### src/rtl/sound_sequencer.sv
// rtl/sound_sequencer.sv - steps a ROM of sound-effect records and drives the sound_generator controls
module sound_sequencer #(
  parameter int TICK_DIV = 41667
) (
  input  logic        clk,
  input  logic        reset,
  input  logic        trigger,
  input  logic [2:0]  effect_id,
  output logic        busy,
  output logic        done,
  output logic [9:0]  lfo_freq,
  output logic [11:0] noise_freq,
  output logic [11:0] vco_freq,
  output logic        vco_select,
  output logic        noise_select,
  output logic [2:0]  lfo_shift,
  output logic [2:0]  mixer
);

  localparam int TW = (TICK_DIV > 2) ? $clog2(TICK_DIV) : 1;
  localparam logic [TW-1:0] TICK_LAST = TW'(TICK_DIV - 1);

  typedef enum logic [1:0] {IDLE, LOAD, PLAY} state_t;

  state_t        state, state_next;
  logic [2:0]    effect, effect_next;
  logic [2:0]    step, step_next;
  logic [TW-1:0] tick_cnt, tick_next;
  logic [7:0]    dur_cnt, dur_next;
  logic          done_next;
  logic [9:0]    lfo_next;
  logic [11:0]   noise_next, vco_next;
  logic          vsel_next, nsel_next;
  logic [2:0]    shift_next, mixer_next;

  logic [7:0]    rom_dur, rom_sweep;
  logic [11:0]   rom_vco, rom_noise;
  logic [9:0]    rom_lfo;
  logic          rom_vsel, rom_nsel;
  logic [2:0]    rom_shift, rom_mix;

  logic signed [13:0] vco_sum;
  logic [11:0]        vco_sat;

  // Effect records; any entry not listed reads as dur==0, the end marker.
  always_comb begin
    rom_dur   = 8'd0;
    rom_vco   = 12'd0;
    rom_sweep = 8'd0;
    rom_noise = 12'd0;
    rom_lfo   = 10'd0;
    rom_vsel  = 1'b0;
    rom_nsel  = 1'b0;
    rom_shift = 3'd0;
    rom_mix   = 3'd0;
    case ({effect, step})
      6'o00: begin
        rom_dur   = 8'd4;
        rom_vco   = 12'd250;
        rom_noise = 12'd90;
        rom_lfo   = 10'd1000;
        rom_mix   = 3'b001;
      end
      6'o10: begin
        rom_dur   = 8'd3;
        rom_vco   = 12'd4090;
        rom_sweep = 8'sd5;
        rom_mix   = 3'b001;
      end
      6'o11: begin
        rom_dur   = 8'd2;
        rom_vco   = 12'd3;
        rom_sweep = -8'sd2;
        rom_mix   = 3'b001;
      end
      default: ;
    endcase
  end

  // Effect and step are frozen during PLAY, so the ROM sweep is the current step's.
  assign vco_sum = $signed({2'b00, vco_freq}) + $signed({{6{rom_sweep[7]}}, rom_sweep});
  assign vco_sat = (vco_sum < 0) ? 12'd0 :
                   (vco_sum > 14'sd4095) ? 12'hfff : vco_sum[11:0];

  assign busy = (state != IDLE);

  always_comb begin
    state_next  = state;
    effect_next = effect;
    step_next   = step;
    tick_next   = tick_cnt;
    dur_next    = dur_cnt;
    done_next   = 1'b0;
    lfo_next    = lfo_freq;
    noise_next  = noise_freq;
    vco_next    = vco_freq;
    vsel_next   = vco_select;
    nsel_next   = noise_select;
    shift_next  = lfo_shift;
    mixer_next  = mixer;
    if (trigger) begin
      effect_next = effect_id;
      step_next   = 3'd0;
      state_next  = LOAD;
    end else begin
      case (state)
        LOAD: begin
          if (rom_dur == 8'd0) begin
            state_next = IDLE;
            mixer_next = 3'd0;
            done_next  = 1'b1;
          end else begin
            lfo_next   = rom_lfo;
            noise_next = rom_noise;
            vco_next   = rom_vco;
            vsel_next  = rom_vsel;
            nsel_next  = rom_nsel;
            shift_next = rom_shift;
            mixer_next = rom_mix;
            dur_next   = rom_dur;
            tick_next  = '0;
            state_next = PLAY;
          end
        end
        PLAY: begin
          if (tick_cnt == TICK_LAST) begin
            tick_next = '0;
            vco_next  = vco_sat;
            dur_next  = dur_cnt - 8'd1;
            if (dur_cnt == 8'd1) begin
              if (step == 3'd7) begin
                state_next = IDLE;
                mixer_next = 3'd0;
                done_next  = 1'b1;
              end else begin
                step_next  = step + 3'd1;
                state_next = LOAD;
              end
            end
          end else begin
            tick_next = tick_cnt + TW'(1);
          end
        end
        default: ;
      endcase
    end
  end

  always_ff @(posedge clk) begin
    if (reset) begin
      state        <= IDLE;
      effect       <= 3'd0;
      step         <= 3'd0;
      tick_cnt     <= '0;
      dur_cnt      <= 8'd0;
      done         <= 1'b0;
      lfo_freq     <= 10'd0;
      noise_freq   <= 12'd0;
      vco_freq     <= 12'd0;
      vco_select   <= 1'b0;
      noise_select <= 1'b0;
      lfo_shift    <= 3'd0;
      mixer        <= 3'd0;
    end else begin
      state        <= state_next;
      effect       <= effect_next;
      step         <= step_next;
      tick_cnt     <= tick_next;
      dur_cnt      <= dur_next;
      done         <= done_next;
      lfo_freq     <= lfo_next;
      noise_freq   <= noise_next;
      vco_freq     <= vco_next;
      vco_select   <= vsel_next;
      noise_select <= nsel_next;
      lfo_shift    <= shift_next;
      mixer        <= mixer_next;
    end
  end

endmodule
### config.mk
export PLATFORM = sky130hd
export DESIGN_NAME = sound_sequencer
export DESIGN_NICKNAME = d
export VERILOG_FILES = /design/src/rtl/sound_sequencer.sv
export SDC_FILE = /design/constraint.sdc
export NUM_CORES = 1
export LEC_CHECK = 0
export BUFFER_PORTS_ARGS = -buffer_cell sky130_fd_sc_hd__clkbuf_2
export CAP_MARGIN = 20
export CORE_UTILIZATION = 55
export CTS_BUF_LIST = sky130_fd_sc_hd__clkbuf_4
export DETAILED_ROUTE_END_ITERATION = 12
export PLACE_DENSITY_LB_ADDON = 0.15
export SYNTH_ARGS = -nofsm -noshare
export SYNTH_HDL_FRONTEND = slang
export SYNTH_SLANG_ARGS = --single-unit
### constraint.sdc
create_clock -name clk -period 4.2 [get_ports clk]
set_input_delay 0.42 -clock clk [delete_from_list [all_inputs] [get_ports clk]]
set_output_delay 0.42 -clock clk [all_outputs]
set_load 0.03 [all_outputs]
==> flow_summary_export.csv, run 1 <==
group,metric,value,unit
critical_path,r2r_cells,11,
grt,grt_max_degree,22,
layout,drive_above_1_share,16.5,%
layout,antennaDiodeCount,0,
critical_path,worst-path-buf-inv,1,
synthesis,synthFlopType,"dfxtp_1",
critical_path,cp_top_family,"compound AO/OA/AOI/OAI gates",
critical_path,worst_setup_path_end_kind,"register",
sta,worstMarginPinSlew,0.646,ns
synthesis,syn_area,3120,um2
power,pwr-share-seq,54.5,%
synthesis,yosysTopAreaCell,"dfxtp_1",
critical_path,critPathSlowestCell,"nor3_1",
power,power.share.switching,32.6,%
cts,cts_max_level,2,
sta,slew_headroom,56.6,%
cts,cts_root_buffer,"clkbuf_4",
floorplan,die_area,5990,um2
grt,grt_overflow_total,0,
floorplan,start_util,56.7,%
power,p_clk_share,23.9,%
hold_path,hp-class,"in -> reg",
critical_path,path_class,"reg -> reg",
synthesis,netlist_instances,366,
sta,hold_violations,0,
placed_design,port_buffers,30,
sta,grt_setup_unrepaired,"false",
grt,grt_pass1_wl,10000,um
synthesis,ys_async_sr_fraction,0,%
floorplan,core_area,5510,um2
critical_path,critPathLaunchType,"register",
layout,fillCellCount,519,
cts,cts.reportedPaths.clkPinSlew,0.14,ns
floorplan,rows,27,
power,combinationalPowerShare,21.6,%
sta,skew,0.0174,ns
sta,hold_ws,0.295,ns
sta,slew_viol_final,0,
layout,final_nets,418,
power,ir_drop,0.205,mV
drt,vias_per_cell,5.49,
critical_path,r2r_slack,0.41,ns
layout,area_delta_synth_final,4.37,%
drt,dr.pass1.iters,4,
drt,drtIter0Drc,95,
drt,wl,5960,um
drt,antenna_left,0,
synthesis,synth_seq_area_share,30.1,%
sta,timing.setup.tns,0,ns
cts,clock_latency,0.36,ns
synthesis,yosysMostFrequentCell,"dfxtp_1",
critical_path,worstSetupStartpoint,"step[2]$_SDFFE_PP0P_",
synthesis,synth.avg_cell_area,8.54,um2
synthesis,synth_top_area_share,30.1,%
critical_path,slowest_delay,0.45,ns
grt,grtUsageTotal,20.5,%
synthesis,yosysWarnings,0,
cts,cts_buffers,5,
critical_path,crit_chain,"nor3_1 > nand3_1 > inv_1 > ha_1 > a21o_1 > a2111o_1 > o21ai_1 > a21oi_1 > a22oi_1 > nand2_1 > o221a_2",
floorplan,die_w,77.4,um
drt,drc,0,
sta,period_needed,3.79,ns
cts,cts_hold_buf,0,
placed_design,place.gp.congestion,0.799,
sta,max_freq,264,MHz
critical_path,crit_arrival,4.06,ns
grt,grt_pass1_vias,2280,
drt,dr_total_vias,2525,
synthesis,synth_area_leaders,"dfxtp_1 (30%), ha_1 (9.6%), buf_4 (6.7%), nor2_1 (5.2%), xnor2_1 (4.8%)",
synthesis,synth_edf_count,0,
job,max_cap_violations,0,
synthesis,ys_ff_latch,47,
critical_path,reg2reg_to,"vco_freq[3]$_SDFFE_PP0P_",
power,switchingPower,289,uW
placed_design,hpwl,4520,um
critical_path,cp_max_fo,10,
sta,min_period_over_period,90.3,%
grt,antenna_found_initial,0,
power,p_int,598,uW
critical_path,timing.rr.start,"step[2]$_SDFFE_PP0P_",
synthesis,synth_top_cells_by_count,"dfxtp_1 (47), nor2_1 (43), buf_4 (28)",
power,leakage,0.00137,uW
cts,cts_resized,0,
floorplan,io_pins,50,
drt,wire_per_inst,13.0,um
critical_path,crit_end,"vco_freq[3]$_SDFFE_PP0P_",
critical_path,cp.required,4.47,ns
power,powerDensity,272,nW/um2
critical_path,cp.depth,11,
cts,post_cts_buffers,0,
cts,clock_path_buffers,2,
cts,tritoncts,"yes",
floorplan,die_h,77.4,um
synthesis,ys_types,57,
run_status,status,"completed",
sta,setup_viol,0,
cts,clock-sinks,47,
-- worst min-delay path by stage --
stage                                       start                       to  cells past startpoint
after CTS                            effect_id[1]   effect[1]$_SDFFE_PP0P_                      3
after floorplan           dur_cnt[2]$_SDFFE_PP0P_  dur_cnt[2]$_SDFFE_PP0P_                      2
final                                effect_id[1]   effect[1]$_SDFFE_PP0P_                      3
after global placement    dur_cnt[2]$_SDFFE_PP0P_  dur_cnt[2]$_SDFFE_PP0P_                      2
after global routing                 effect_id[1]   effect[1]$_SDFFE_PP0P_                      3
after detailed placement    mixer[0]$_SDFFE_PP0P_    mixer[0]$_SDFFE_PP0P_                      2
-- worst min-delay path, stage by stage --
cell      delay (ns)
clkbuf_2        0.08
mux2i_1         0.06
nor2_1          0.07
-- per-layer routing --
metal,vias to the layer above,part of all wire (%),global-route usage [%]
met4,0,0.92,6.42
met5,-,0,0
met2,47,48,35.4
met3,7,3.2,3.18
li1,1302,-,-
met1,1169,47,26.0
-- stage by stage --
step	worst slack (ns)	util, %	power [uW]	instance area [um2]	cells
floorplan	0.927	-	662	3190	384
global route	0.0990	59.2	934	3260	460
finish	0.409	59.2	886	3260	460
detailed placement	0.449	58.2	685	3200	452
CTS	0.418	59.2	899	3260	460
global placement	0.538	58.2	683	3200	452
-- placed cells by master (no fill, tap or decap), types with 2 or more instances in the layout --
master,netlist,layout
nor4_1,2,2
and2_1,2,2
a21oi_1,24,24
clkbuf_4,0,6
dfxtp_1,47,47
xor2_1,12,12
nor3_1,11,11
a21oi_2,4,4
nor2_1,43,43
nand2_1,20,20
o221a_2,7,7
nand2b_1,5,5
ha_1,24,24
and3_1,5,5
mux2i_1,6,6
a21o_1,4,4
a211oi_1,6,6
o21ai_0,10,10
nand3_1,12,12
and4_1,3,3
clkbuf_2,0,30
nand4_1,5,5
o211ai_1,4,4
nor3_2,3,3
buf_4,28,3
xnor2_1,17,17
or3_1,4,4
o21ai_1,2,2
o211a_1,2,2
conb_1,1,19
inv_1,17,17
o21bai_1,2,2
-- registers in the layout, indices dropped and copies added, names as in the netlist --
| signal | count |
|---|---|
| done | 1 |
| dur_cnt | 8 |
| effect | 3 |
| lfo_freq | 1 |
| mixer | 1 |
| state | 2 |
| step | 3 |
| tick_cnt | 16 |
| vco_freq | 12 |
-- power groups by stage --
stage | logic (uW) | clock network [uW] | registers, uW
3_5_place_dp | 192 | 0 | 493
4_1_cts | 192 | 224 | 483
6_report | 192 | 212 | 483
3_3_place_gp | 190 | 0 | 493
2_1_floorplan | 155 | 0 | 507
5_1_grt | 209 | 239 | 486
-- cell type report --
cell class / instances / area [um2] / share of cell area, %
clock buffer: 6 / 45.0 / 1.38
timing repair buffer: 33 / 173 / 5.30
tap: 72 / 90.1 / 2.76
multi-input combinational: 283 / 1940 / 59.4
clock inverter: 2 / 12.5 / 0.384
inverter: 17 / 63.8 / 1.96
sequential: 47 / 941 / 28.9
-- logic make-up after synthesis --
family                     after synthesis  synth area share, %
and+or+nand+nor                        125                 21.1
AOI/OAI and AO/OA                       79                 18.3
buffers and inverters                   54                 10.1
DFF                                     47                 30.1
xor gates and xnor gates                29                 8.13
adders and majority gates               25                 10.3
muxes                                    6                 1.92
other                                    1                0.120
(Power assumes the default switching activity.)
==> run 2: changes to the inputs <==
BUFFER_PORTS_ARGS = default   (was -buffer_cell sky130_fd_sc_hd__clkbuf_2)
DONT_BUFFER_PORTS = 1   (was default)
clock period = 3.6 ns   (was 4.2 ns; I/O delays follow)
==> flow_summary_export.csv, run 2 (synthesis gave the netlist of run 1 again) <==
group,metric,value,unit
sta,hold_violations,0,
floorplan,start_util,56.7,%
grt,grt_pass1_vias,2314,
power,ir_drop,0.192,mV
floorplan,io_pins,50,
layout,largest_register_ff_count,16,
drt,wire_per_inst,13.9,um
run_status,status,"completed",
hold_path,min_to,"lfo_freq[8]$_SDFFE_PP0P_",
critical_path,path_class,"reg -> reg",
sta,min_period_over_period,90.1,%
power,switchingPower,341,uW
placed_design,port_buffers,0,
critical_path,timing.rr.start,"step[2]$_SDFFE_PP0P_",
cts,cts_max_level,2,
critical_path,cp_max_fo,5,
critical_path,crit_arrival,3.52,ns
sta,timing.setup.tns,0,ns
critical_path,reg2reg_to,"vco_freq[11]$_SDFFE_PP0P_",
floorplan,core_area,5510,um2
power,leakage,0.00126,uW
critical_path,r2r_slack,0.36,ns
grt,grt_pass1_wl,10300,um
hold_path,hp-class,"in -> reg",
power,p_int,680,uW
sta,max_freq,308,MHz
layout,final_nets,392,
cts,tritoncts,"yes",
drt,drc,0,
floorplan,die_h,77.4,um
hold_path,min_from,"reset",
drt,dr_total_vias,2434,
sta,skew,0.0104,ns
placed_design,hpwl,4470,um
power,total_power,1020,uW
drt,vias_per_cell,5.61,
critical_path,worst_setup_path_end_kind,"register",
floorplan,rows,27,
grt,grtUsageTotal,21.4,%
cts,cts_root_buffer,"clkbuf_4",
power,pwr-share-seq,58.3,%
layout,fillCellCount,522,
sta,grt_setup_unrepaired,"false",
layout,antennaDiodeCount,0,
cts,clock_latency,0.36,ns
sta,worstMarginPinSlew,0.946,ns
sta,setup_viol,0,
critical_path,slowest_delay,0.40,ns
drt,dr.pass1.iters,4,
cts,post_cts_buffers,0,
layout,area_delta_synth_final,0.921,%
cts,cts_buffers,5,
layout,largest_register,"tick_cnt",
critical_path,r2r_cells,14,
grt,antenna_found_initial,0,
job,max_cap_violations,0,
drt,antenna_left,0,
critical_path,crit_top_cell,"buf_4",
critical_path,cp.required,3.87,ns
floorplan,die_w,77.4,um
critical_path,crit_chain,"nor3_1 > buf_4 > and3_1 > ha_1 > inv_1 > fa_1 > nand2b_1 > a21oi_1 > o21ai_1 > a21o_1 > a22oi_2 > buf_4 > nand2_1 > o221a_2",
grt,grt_max_degree,22,
drt,drtIter0Drc,119,
cts,cts.reportedPaths.clkPinSlew,0.14,ns
drt,wl,6050,um
layout,final_cell_mix,"dfxtp_1 (46), nor2_1 (43), a21oi_1 (24), ha_1 (24), nand2_1 (20)",
hold_path,hold_depth,1,
critical_path,critPathLaunchType,"register",
critical_path,critPathSlowestCell,"fa_1",
placed_design,place.gp.congestion,0.829,
layout,largestRegisters,"tick_cnt (16), vco_freq (12), dur_cnt (8)",
grt,grt_overflow_total,0,
floorplan,die_area,5990,um2
power,powerDensity,324,nW/um2
cts,clock-sinks,47,
layout,drive_above_1_share,10.5,%
layout,final_common_cell,"dfxtp_1",
power,power.share.switching,33.4,%
power,combinationalPowerShare,16.8,%
power,p_clk_share,24.9,%
sta,period_needed,3.24,ns
sta,slew_viol_final,0,
cts,clock_path_buffers,2,
sta,slew_headroom,36.4,%
[run 2: worst max-delay path, delay by kind of cell, from the launching register on]
family	cells	cell delay [ns]
AOI/OAI and AO/OA	5	1.10
and+or+nand+nor	4	0.66
adders and majority gates	2	0.64
buffers and inverters	3	0.39
DFF	1	0.35
[run 2: power by group through the flow]
stage | Sequential (uW) | Combinational (uW) | Clock (uW)
final | 595 | 172 | 254
after global routing | 599 | 192 | 294
after CTS | 596 | 169 | 267
after detailed placement | 607 | 168 | 0
after global placement | 606 | 165 | 0
after floorplan | 591 | 181 | 0
[run 2: repair_timing]
action                                  4_1_cts  5_1_grt
resized for setup                             0        2
hold endpoints to repair                      0        5
endpoints found under the setup margin        0        7
hold buffers                                  0        2
[run 2: layout make-up]
class	instances	area, um2	share of cell area [%]
Sequential cell	47	945	30.0
Timing Repair Buffer	7	57.6	1.83
Multi-Input combinational cell	283	1940	61.5
Tap cell	72	90.1	2.86
Clock buffer	5	37.5	1.19
Clock inverter	3	18.8	0.595
Inverter	17	63.8	2.02
[run 2: worst max-delay path by stage]
stage	startpoint	end	slack, ns	cells after the start
after global placement	step[2]$_SDFFE_PP0P_	vco_freq[11]$_SDFFE_PP0P_	0.28	13
after detailed placement	step[2]$_SDFFE_PP0P_	vco_freq[11]$_SDFFE_PP0P_	0.25	13
after global routing	step[2]$_SDFFE_PP0P_	vco_freq[11]$_SDFFE_PP0P_	0.12	14
after CTS	step[2]$_SDFFE_PP0P_	vco_freq[11]$_SDFFE_PP0P_	0.23	13
final	step[2]$_SDFFE_PP0P_	vco_freq[11]$_SDFFE_PP0P_	0.36	14
after floorplan	step[2]$_SDFFE_PP0P_	vco_freq[3]$_SDFFE_PP0P_	0.33	11
[run 2: through the flow]
stage               hold slack, ns  area [um2]  util [%]  std cells  setup WS, ns
floorplan                    0.458        3190         -        384         0.327
global placement             0.428        3070      55.8        424         0.281
detailed placement           0.430        3070      55.8        424         0.247
CTS                         0.0177        3130      56.8        432         0.228
global route              0.000827        3150      57.3        434         0.117
finish                      0.0381        3150      57.3        434         0.356
[run 2: layer usage]
layer / global-route usage, % / vias to the layer above / wire length [um]
li1: - / 1246 / -
met1: 25.0 / 1146 / 2850
met2: 37.8 / 37 / 2940
met3: 5.88 / 5 / 192
met4: 6.23 / 0 / 66
met5: 0 / - / 0
==> run 3: changes to the inputs <==
PLACE_DENSITY = 0.7   (was default)
PLACE_DENSITY_LB_ADDON = default   (was 0.15)
==> flow_summary_export.csv, run 3 (synthesis gave the netlist of run 1 again) <==
group,metric,value,unit
power,power.share.switching,33.4,%
drt,dr.pass1.iters,5,
drt,wl,6060,um
critical_path,cp.required,3.92,ns
critical_path,path_class,"reg -> reg",
cts,post_cts_buffers,0,
floorplan,die_w,77.4,um
critical_path,crit_chain,"nor3_1 > nand3_1 > inv_1 > ha_1 > a2111oi_0 > o21ai_1 > a21oi_2 > nand2_1 > o22a_1 > a21oi_2 > o221a_2",
power,powerDensity,330,nW/um2
critical_path,crit_arrival,3.67,ns
layout,fin_area,3130,um2
grt,grt_max_degree,22,
cts,cts.reportedPaths.clkPinSlew,0.15,ns
floorplan,die_area,5990,um2
power,pwr-share-seq,57.6,%
layout,largest_register,"tick_cnt",
floorplan,die_h,77.4,um
layout,antennaDiodeCount,0,
power,switchingPower,345,uW
placed_design,port_buffers,0,
cts,cts_hold_buf,0,
power,combinationalPowerShare,16.3,%
critical_path,critPathSlowestCell,"a2111oi_0",
drt,wire_per_inst,14.0,um
cts,clock-sinks,47,
placed_design,post_dp_cell_area,3070,um2
floorplan,rows,27,
critical_path,cp_max_fo,8,
power,p_int,689,uW
power,leakage,0.00125,uW
sta,skew,0.0110,ns
floorplan,start_util,56.7,%
layout,final_common_cell,"dfxtp_1",
sta,max_freq,299,MHz
hold_path,hp-class,"in -> reg",
cts,cts_max_level,2,
critical_path,crit_top_cell,"a21oi_2",
run_status,status,"completed",
placed_design,hpwl,4580,um
drt,drtIter0Drc,89,
drt,drc,0,
sta,min_period_over_period,93.0,%
grt,grt_pass1_wl,10500,um
layout,drive_above_1_share,10.3,%
sta,slew_headroom,38.1,%
sta,slew_viol_final,0,
critical_path,slowest_delay,0.40,ns
power,p_clk_share,26.1,%
sta,period_needed,3.35,ns
drt,dr_total_vias,2477,
layout,final_cell_mix,"dfxtp_1 (46), nor2_1 (43), a21oi_1 (24), ha_1 (24), nand2_1 (20)",
layout,final_nets,390,
power,ir_drop,0.256,mV
layout,area_delta_synth_final,0.280,%
sta,worstMarginPinSlew,0.918,ns
cts,cts_resized,0,
critical_path,cp_top_family,"compound AO/OA/AOI/OAI gates",
sta,setup_viol,0,
drt,antenna_left,0,
layout,largestRegisters,"tick_cnt (16), vco_freq (12), dur_cnt (8)",
cts,cts_buffers,5,
cts,tritoncts,"yes",
floorplan,io_pins,50,
cts,clock_path_buffers,2,
critical_path,worst-path-buf-inv,1,
critical_path,critPathLaunchType,"register",
layout,largest_register_ff_count,16,
sta,timing.setup.tns,0,ns
grt,grtUsageTotal,21.4,%
cts,cts_root_buffer,"clkbuf_4",
grt,antenna_found_initial,0,
grt,grt_overflow_total,0,
placed_design,place.gp.congestion,0.849,
drt,vias_per_cell,5.73,
job,max_cap_violations,0,
critical_path,worst_setup_path_end_kind,"register",
sta,grt_setup_unrepaired,"false",
cts,clock_latency,0.37,ns
grt,grt_pass1_vias,2362,
floorplan,core_area,5510,um2
sta,hold_violations,0,
[run 3: final timing paths]
| path | from | end | slack [ns] | depth (start not counted) |
|---|---|---|---|---|
| setup / recovery | step[2]$_SDFFE_PP0P_ | vco_freq[6]$_SDFFE_PP0P_ | 0.25 | 11 |
| hold / removal | reset | dur_cnt[2]$_SDFFE_PP0P_ | 0.03 | 1 |
| setup reg to reg | step[2]$_SDFFE_PP0P_ | vco_freq[6]$_SDFFE_PP0P_ | 0.25 | 11 |
| hold reg to reg | dur_cnt[2]$_SDFFE_PP0P_ | dur_cnt[2]$_SDFFE_PP0P_ | 0.51 | 2 |
[run 3: through the flow]
stage	hold slack, ns	total power (uW)	instances	util, %	setup WS (ns)
CTS	0.0208	1040	432	56.9	0.267
floorplan	0.458	773	384	-	0.327
detailed placement	0.430	776	424	55.8	0.320
finish	0.0327	1030	432	56.9	0.252
global route	0.00801	1090	432	56.9	0.00225
global placement	0.429	772	424	55.8	0.366
[run 3: layout make-up]
type	instances	area [um2]
Inverter	17	63.8
Timing Repair Buffer	5	37.5
Multi-Input combinational cell	283	1940
Clock buffer	6	45.0
Sequential cell	47	945
Tap cell	72	90.1
Fill cell	530	2370
Clock inverter	2	16.3
[run 3: worst register-to-register path, stage by stage (launching register included)]
cell	delay, ns
dfxtp_1	0.36
nor3_1	0.33
nand3_1	0.15
inv_1	0.27
ha_1	0.36
a2111oi_0	0.40
o21ai_1	0.20
a21oi_2	0.27
nand2_1	0.15
o22a_1	0.28
a21oi_2	0.28
o221a_2	0.24
[run 3: routing by layer]
metal	share of wire [%]	track usage, %	wire, um	vias up
met2	50	38.3	3020	53
met5	0	0	0	-
met1	45	25.4	2710	1171
li1	-	-	-	1242
met3	4.1	4.12	249	11
met4	1.4	7.17	86	0
[run 3: power groups by stage]
stage | sequential [uW] | combinational [uW] | clock (uW)
floorplan | 591 | 181 | 0
global placement | 606 | 165 | 0
finish | 596 | 169 | 270
CTS | 596 | 170 | 277
detailed placement | 608 | 169 | 0
global route | 600 | 188 | 297
